==> config.mk <==
export PLATFORM = sky130hd
export DESIGN_NAME = mem_port_arbiter
export DESIGN_NICKNAME = d
export VERILOG_FILES = /design/src/rtl/mem_port_arbiter.sv
export SDC_FILE = /design/constraint.sdc
export NUM_CORES = 1
export LEC_CHECK = 0
export BUFFER_PORTS_ARGS = -buffer_cell sky130_fd_sc_hd__buf_2
export CORE_UTILIZATION = 30
export CTS_BUF_LIST = sky130_fd_sc_hd__clkbuf_16
export CTS_CLUSTER_DIAMETER = 60
export DETAILED_ROUTE_END_ITERATION = 10
export GPL_ROUTABILITY_DRIVEN = 0
export HOLD_SLACK_MARGIN = 0.12
export PLACE_DENSITY = 0.6
export SLEW_MARGIN = 0
export SYNTH_ARGS = -nofsm -noshare
export SYNTH_HDL_FRONTEND = slang
export SYNTH_SLANG_ARGS = --single-unit
export TNS_END_PERCENT = 5
==> constraint.sdc <==
create_clock -name clk -period 2.3 [get_ports clk]
set_clock_uncertainty 0.15 [all_clocks]
set_input_delay 0.115 -clock clk [delete_from_list [all_inputs] [get_ports clk]]
set_output_delay 0.115 -clock clk [all_outputs]
set_load 0.005 [all_outputs]
==> src/rtl/mem_port_arbiter.sv <==
// Two-port round-robin arbiter serialising accesses onto the shared word-paired RAM.
// One transaction at a time; completion is a one-cycle done pulse per port.
module mem_port_arbiter #(
    parameter int ADDR_W  = 10,
    parameter int DATA_W  = 20,
    parameter int TIMEOUT = 15
) (
    input  logic              clk,
    input  logic              rst,
    input  logic              req0,
    input  logic              we0,
    input  logic [ADDR_W-1:0] addr0,
    input  logic [DATA_W-1:0] wdata0,
    output logic              done0,
    output logic [DATA_W-1:0] rdata0,
    input  logic              req1,
    input  logic              we1,
    input  logic [ADDR_W-1:0] addr1,
    input  logic [DATA_W-1:0] wdata1,
    output logic              done1,
    output logic [DATA_W-1:0] rdata1,
    output logic              err,
    output logic              mem_req,
    output logic              mem_we,
    output logic [ADDR_W-1:0] mem_addr,
    output logic [DATA_W-1:0] mem_wdata,
    input  logic [DATA_W-1:0] mem_rdata,
    input  logic              mem_ready
);

    localparam int CNT_W = $clog2(TIMEOUT + 1);

    typedef enum logic [2:0] {
        S_IDLE      = 3'd0,
        S_ISSUE     = 3'd1,
        S_WAIT_LOW  = 3'd2,
        S_WAIT_HIGH = 3'd3,
        S_DONE      = 3'd4
    } state_t;

    state_t             state_r;
    state_t             state_s;
    logic [CNT_W-1:0]   cnt_r;
    logic               cur_r;
    logic               last_grant_r;
    logic               grant_s;
    logic               limit_s;
    logic               to_hit_s;
    logic               capture_s;
    logic               mem_req_s;
    logic               done0_s;
    logic               done1_s;
    logic               err_s;

    // Under contention the port that was not served last wins.
    assign grant_s   = (req0 && req1) ? ~last_grant_r : req1;
    // The counter value seen in the last permitted wait cycle.
    assign limit_s   = (cnt_r == CNT_W'(TIMEOUT - 1));
    assign to_hit_s  = limit_s && (((state_r == S_WAIT_LOW) && mem_ready) ||
                                   ((state_r == S_WAIT_HIGH) && !mem_ready));
    assign capture_s = (state_r == S_WAIT_HIGH) && mem_ready;

    // State register.
    always_ff @(posedge clk or posedge rst) begin
        if (rst) begin
            state_r <= S_IDLE;
        end else begin
            state_r <= state_s;
        end
    end

    // Next-state logic.
    always_comb begin
        state_s = state_r;
        case (state_r)
            S_IDLE: begin
                if (mem_ready && (req0 || req1)) begin
                    state_s = S_ISSUE;
                end else begin
                    state_s = S_IDLE;
                end
            end
            S_ISSUE: state_s = S_WAIT_LOW;
            S_WAIT_LOW: begin
                if (!mem_ready) begin
                    state_s = S_WAIT_HIGH;
                end else if (limit_s) begin
                    state_s = S_DONE;
                end else begin
                    state_s = S_WAIT_LOW;
                end
            end
            S_WAIT_HIGH: begin
                if (mem_ready || limit_s) begin
                    state_s = S_DONE;
                end else begin
                    state_s = S_WAIT_HIGH;
                end
            end
            S_DONE:  state_s = S_IDLE;
            default: state_s = S_IDLE;
        endcase
    end

    // Output decode from the next state so the pulses are registered alongside it.
    always_comb begin
        mem_req_s = 1'b0;
        done0_s   = 1'b0;
        done1_s   = 1'b0;
        err_s     = err | to_hit_s;
        if (state_s == S_ISSUE) begin
            mem_req_s = 1'b1;
        end else begin
            mem_req_s = 1'b0;
        end
        if (state_s == S_DONE) begin
            done0_s = ~cur_r;
            done1_s = cur_r;
        end else begin
            done0_s = 1'b0;
            done1_s = 1'b0;
        end
    end

    // Datapath: latched request, wait counter, captured read data, sticky error.
    always_ff @(posedge clk or posedge rst) begin
        if (rst) begin
            mem_req      <= 1'b0;
            mem_we       <= 1'b0;
            mem_addr     <= '0;
            mem_wdata    <= '0;
            done0        <= 1'b0;
            done1        <= 1'b0;
            rdata0       <= '0;
            rdata1       <= '0;
            err          <= 1'b0;
            cnt_r        <= '0;
            cur_r        <= 1'b0;
            last_grant_r <= 1'b1;
        end else begin
            mem_req <= mem_req_s;
            done0   <= done0_s;
            done1   <= done1_s;
            err     <= err_s;
            case (state_r)
                S_IDLE: begin
                    if (state_s == S_ISSUE) begin
                        cur_r     <= grant_s;
                        mem_we    <= grant_s ? we1 : we0;
                        mem_addr  <= grant_s ? addr1 : addr0;
                        mem_wdata <= grant_s ? wdata1 : wdata0;
                    end
                end
                S_ISSUE: cnt_r <= '0;
                S_WAIT_LOW: begin
                    if (!mem_ready) begin
                        cnt_r <= '0;
                    end else begin
                        cnt_r <= cnt_r + CNT_W'(1);
                    end
                end
                S_WAIT_HIGH: begin
                    cnt_r <= cnt_r + CNT_W'(1);
                    if (capture_s && !cur_r) begin
                        rdata0 <= mem_rdata;
                    end
                    if (capture_s && cur_r) begin
                        rdata1 <= mem_rdata;
                    end
                end
                S_DONE: begin
                    last_grant_r <= cur_r;
                    mem_we       <= 1'b0;
                end
                default: cnt_r <= '0;
            endcase
        end
    end

endmodule
==> impl_metrics.json <==
{
  "rsz0062_at_grt": "no",
  "stdcell_count": 679,
  "synth-seq-cells": 84,
  "multi_input_area_mm2": 0.00160,
  "p_leak_nw": 2.89,
  "clockRootBuffer": "clkbuf_16",
  "dp_hpwl_um": 6150,
  "worst_ep_required_time_ns": 2.36,
  "areaGrowthSynthToFinish_pct": 56.5,
  "synth_mux_area_frac": 0.334,
  "max_cap_violations": 0,
  "std_cell_rows": 40,
  "pin_count": 162,
  "synth_top_area_share": 0.545,
  "worstPathArrival_ns": 2.19,
  "synth_top_family_by_area": "multiplexers",
  "core_mm2": 0.0122,
  "min_path_type": "primary input to flip-flop",
  "start_util": 0.312,
  "io_buffers": 161,
  "nets": 595,
  "yosys.area.top_type": "dfrtp_1",
  "ys_warn_count": 0,
  "first_iter_violations": 67,
  "cts.path.max_buffers": 2,
  "diodes": 0,
  "synth-edff-count": 0,
  "cts_tree": "yes",
  "dieArea_mm2": 0.0132,
  "netlist_instances": 253,
  "seqCellArea_mm2": 0.00210,
  "routed_wl_um": 9460,
  "syn-num-nets": 342,
  "path_clk_slew_ns": 0.06,
  "async_flop_share": 1.00,
  "final_hold_viol_count": 0,
  "synth_flop_cell": "dfrtp_1",
  "power.density_mw_per_mm2": 1050,
  "avgSynthCellArea_um2": 15.1,
  "period_needed_ns": 2.12,
  "slew_headroom": 0.387,
  "whs_ns": 0.240,
  "yosysSeqAreaShare": 0.552,
  "synth_area_mm2": 0.00381,
  "ir_drop_uv": 389,
  "synth_compound_area_frac": 0.0269,
  "critPathCaptureType": "flip-flop",
  "clock.fmax_ghz": 0.471,
  "tns_ns": 0,
  "worstSetupPathType": "flip-flop to flip-flop",
  "first_pass_iters": 4,
  "p_total_mw": 6.29,
  "wl_per_cell_um": 13.9,
  "clk_latency_ns": 0.34,
  "post_cts_resized": 0,
  "vias_per_cell": 4.35,
  "antenna_found_initial": 0,
  "fill_cells": 1083,
  "ant_nets": 0,
  "worst_pin_slew_ns": 0.917,
  "grt_pass1_vias": 3107,
  "grt_use_total": 0.147,
  "setup_viol": 0,
  "yosys.cell_types.count": 34,
  "route.vias.total": 2953,
  "drc": 0,
  "finalMaxSlewViolations": 0,
  "cts_sinks": 84,
  "synth-simple-area-share": 0.0466,
  "htreeDepth": 3,
  "grt_pass1_wl_um": 14800,
  "crit_path_start_kind": "flip-flop",
  "status": "complete, no violations",
  "cts_buffers": 9,
  "fin_util": 0.489,
  "synth_xor_area_frac": 0.00230,
  "dp_cells": 577,
  "drive_gt1_frac": 0.577,
  "grt_max_degree": 42,
  "die_w_um": 115,
  "synth_area_leaders": "dfrtp_1 54%, mux2_2 22%, mux2_4 11%, buf_6 1.8%, o21ai_0 0.92%",
  "grt.overflow.total": 0,
  "synth_fa_ha_area_frac": 0.00656,
  "period_share": 0.923,
  "crit_fanout": 11,
  "die_h_um": 115
}
-- power breakdown --
| part | internal, mW | switching (mW) |
|---|---|---|
| clock | 0.715 | 0.559 |
| sequential | 2.19 | 0.424 |
| combinational | 1.53 | 0.867 |
-- kinds of logic after synthesis --
| kind of cell | count (synthesis) |
|---|---|
| xor gates and xnor gates | 1 |
| muxes | 104 |
| DFF | 84 |
| and+or+nand+nor | 28 |
| AOI/OAI and AO/OA | 16 |
| buffers and inverters | 18 |
| adders and majority gates | 2 |
-- per-stage QoR --
stage	cell area, µm²	setup WS [ns]
finish	5970	0.178
global route	5970	0.124
CTS	5950	0.00634
detailed placement	4840	0.363
global placement	4840	0.407
floorplan	3820	0.570
-- worst max-delay path, stage by stage (launching register included) --
cell and delay [ns]:
dfstp_2 0.55, a21boi_4 0.06, buf_12 0.14, mux2_2 0.27
dlygate4sd3_1 0.56, mux2_2 0.27
-- cells in the final DEF, fill, tap and decap left out, types with 2 or more instances in the layout --
| cell type | synthesis | final |
|---|---|---|
| clkbuf_16 | 0 | 9 |
| dlygate4sd3_1 | 0 | 85 |
| mux2_2 | 73 | 73 |
| nand2_1 | 7 | 7 |
| nor3_1 | 4 | 3 |
| and2b_2 | 2 | 2 |
| inv_1 | 5 | 5 |
| ha_1 | 2 | 2 |
| mux2i_1 | 3 | 3 |
| a21oi_1 | 2 | 2 |
| o21ai_0 | 7 | 7 |
| buf_4 | 1 | 5 |
| clkinv_2 | 0 | 3 |
| buf_12 | 0 | 4 |
| dfrtp_1 | 83 | 83 |
| nor2_1 | 4 | 4 |
| buf_2 | 6 | 161 |
| nand2b_1 | 2 | 2 |
| clkinv_1 | 0 | 2 |
| mux2_4 | 28 | 28 |
-- path summary, 6_finish.rpt --
check	cells past startpoint	slack, ns	start	endpoint
worst min-delay path	4	0.24	req1	mem_req
min in group asynchronous	3	0.37	rst	rdata0[7]
worst max register to register	5	0.18	last_grant_r	mem_wdata[8]
worst min register to register	2	0.34	err	err
worst max-delay path	5	0.18	last_grant_r	mem_wdata[8]
max in group asynchronous	4	0.96	rst	mem_wdata[12]
-- layout make-up --
cell class / instances / area share
multi-input cells: 151 / 0.268
clock buffers: 9 / 0.0377
well taps: 168 / 0.0352
inverters: 5 / 0.00377
flip-flops and latches: 84 / 0.352
repair buffers: 255 / 0.297
clock inverters: 7 / 0.00587
-- synthesized netlist by cell type (2+ instances only) --
| cell type | number |
|---|---|
| dfrtp_1 | 83 |
| mux2_2 | 73 |
| mux2_4 | 28 |
| nand2_1 | 7 |
| o21ai_0 | 7 |
| buf_2 | 6 |
| buf_6 | 6 |
| inv_1 | 5 |
| nor2_1 | 4 |
| nor3_1 | 4 |
| mux2i_1 | 3 |
| a21oi_1 | 2 |
| and2b_2 | 2 |
| ha_1 | 2 |
| nand2b_1 | 2 |
-- registers in the layout, indices dropped and copies added, names as in the netlist --
signal	flops
mem_wdata	20
cur_r	1
done0	1
err	1
rdata1	20
cnt_r	4
mem_addr	10
mem_we	1
rdata0	20
mem_req	1
state_r	3
done1	1
last_grant_r	1
-- what timing repair did --
action                     CTS  global route
setup endpoints to repair    0            10
hold endpoints to repair   111             0
setup buffers                0             1
hold buffers                85             0
-- routing by layer --
metal | vias to the layer above | part of all wire | global-route usage | wire length [µm]
li1 | 1411 | - | - | -
met1 | 1421 | 0.42 | 0.170 | 4020
met2 | 97 | 0.50 | 0.255 | 4750
met3 | 24 | 0.046 | 0.0332 | 437
met4 | 0 | 0.027 | 0.0779 | 256
met5 | - | 0 | 0 | 0
(Power assumes the default switching activity.)
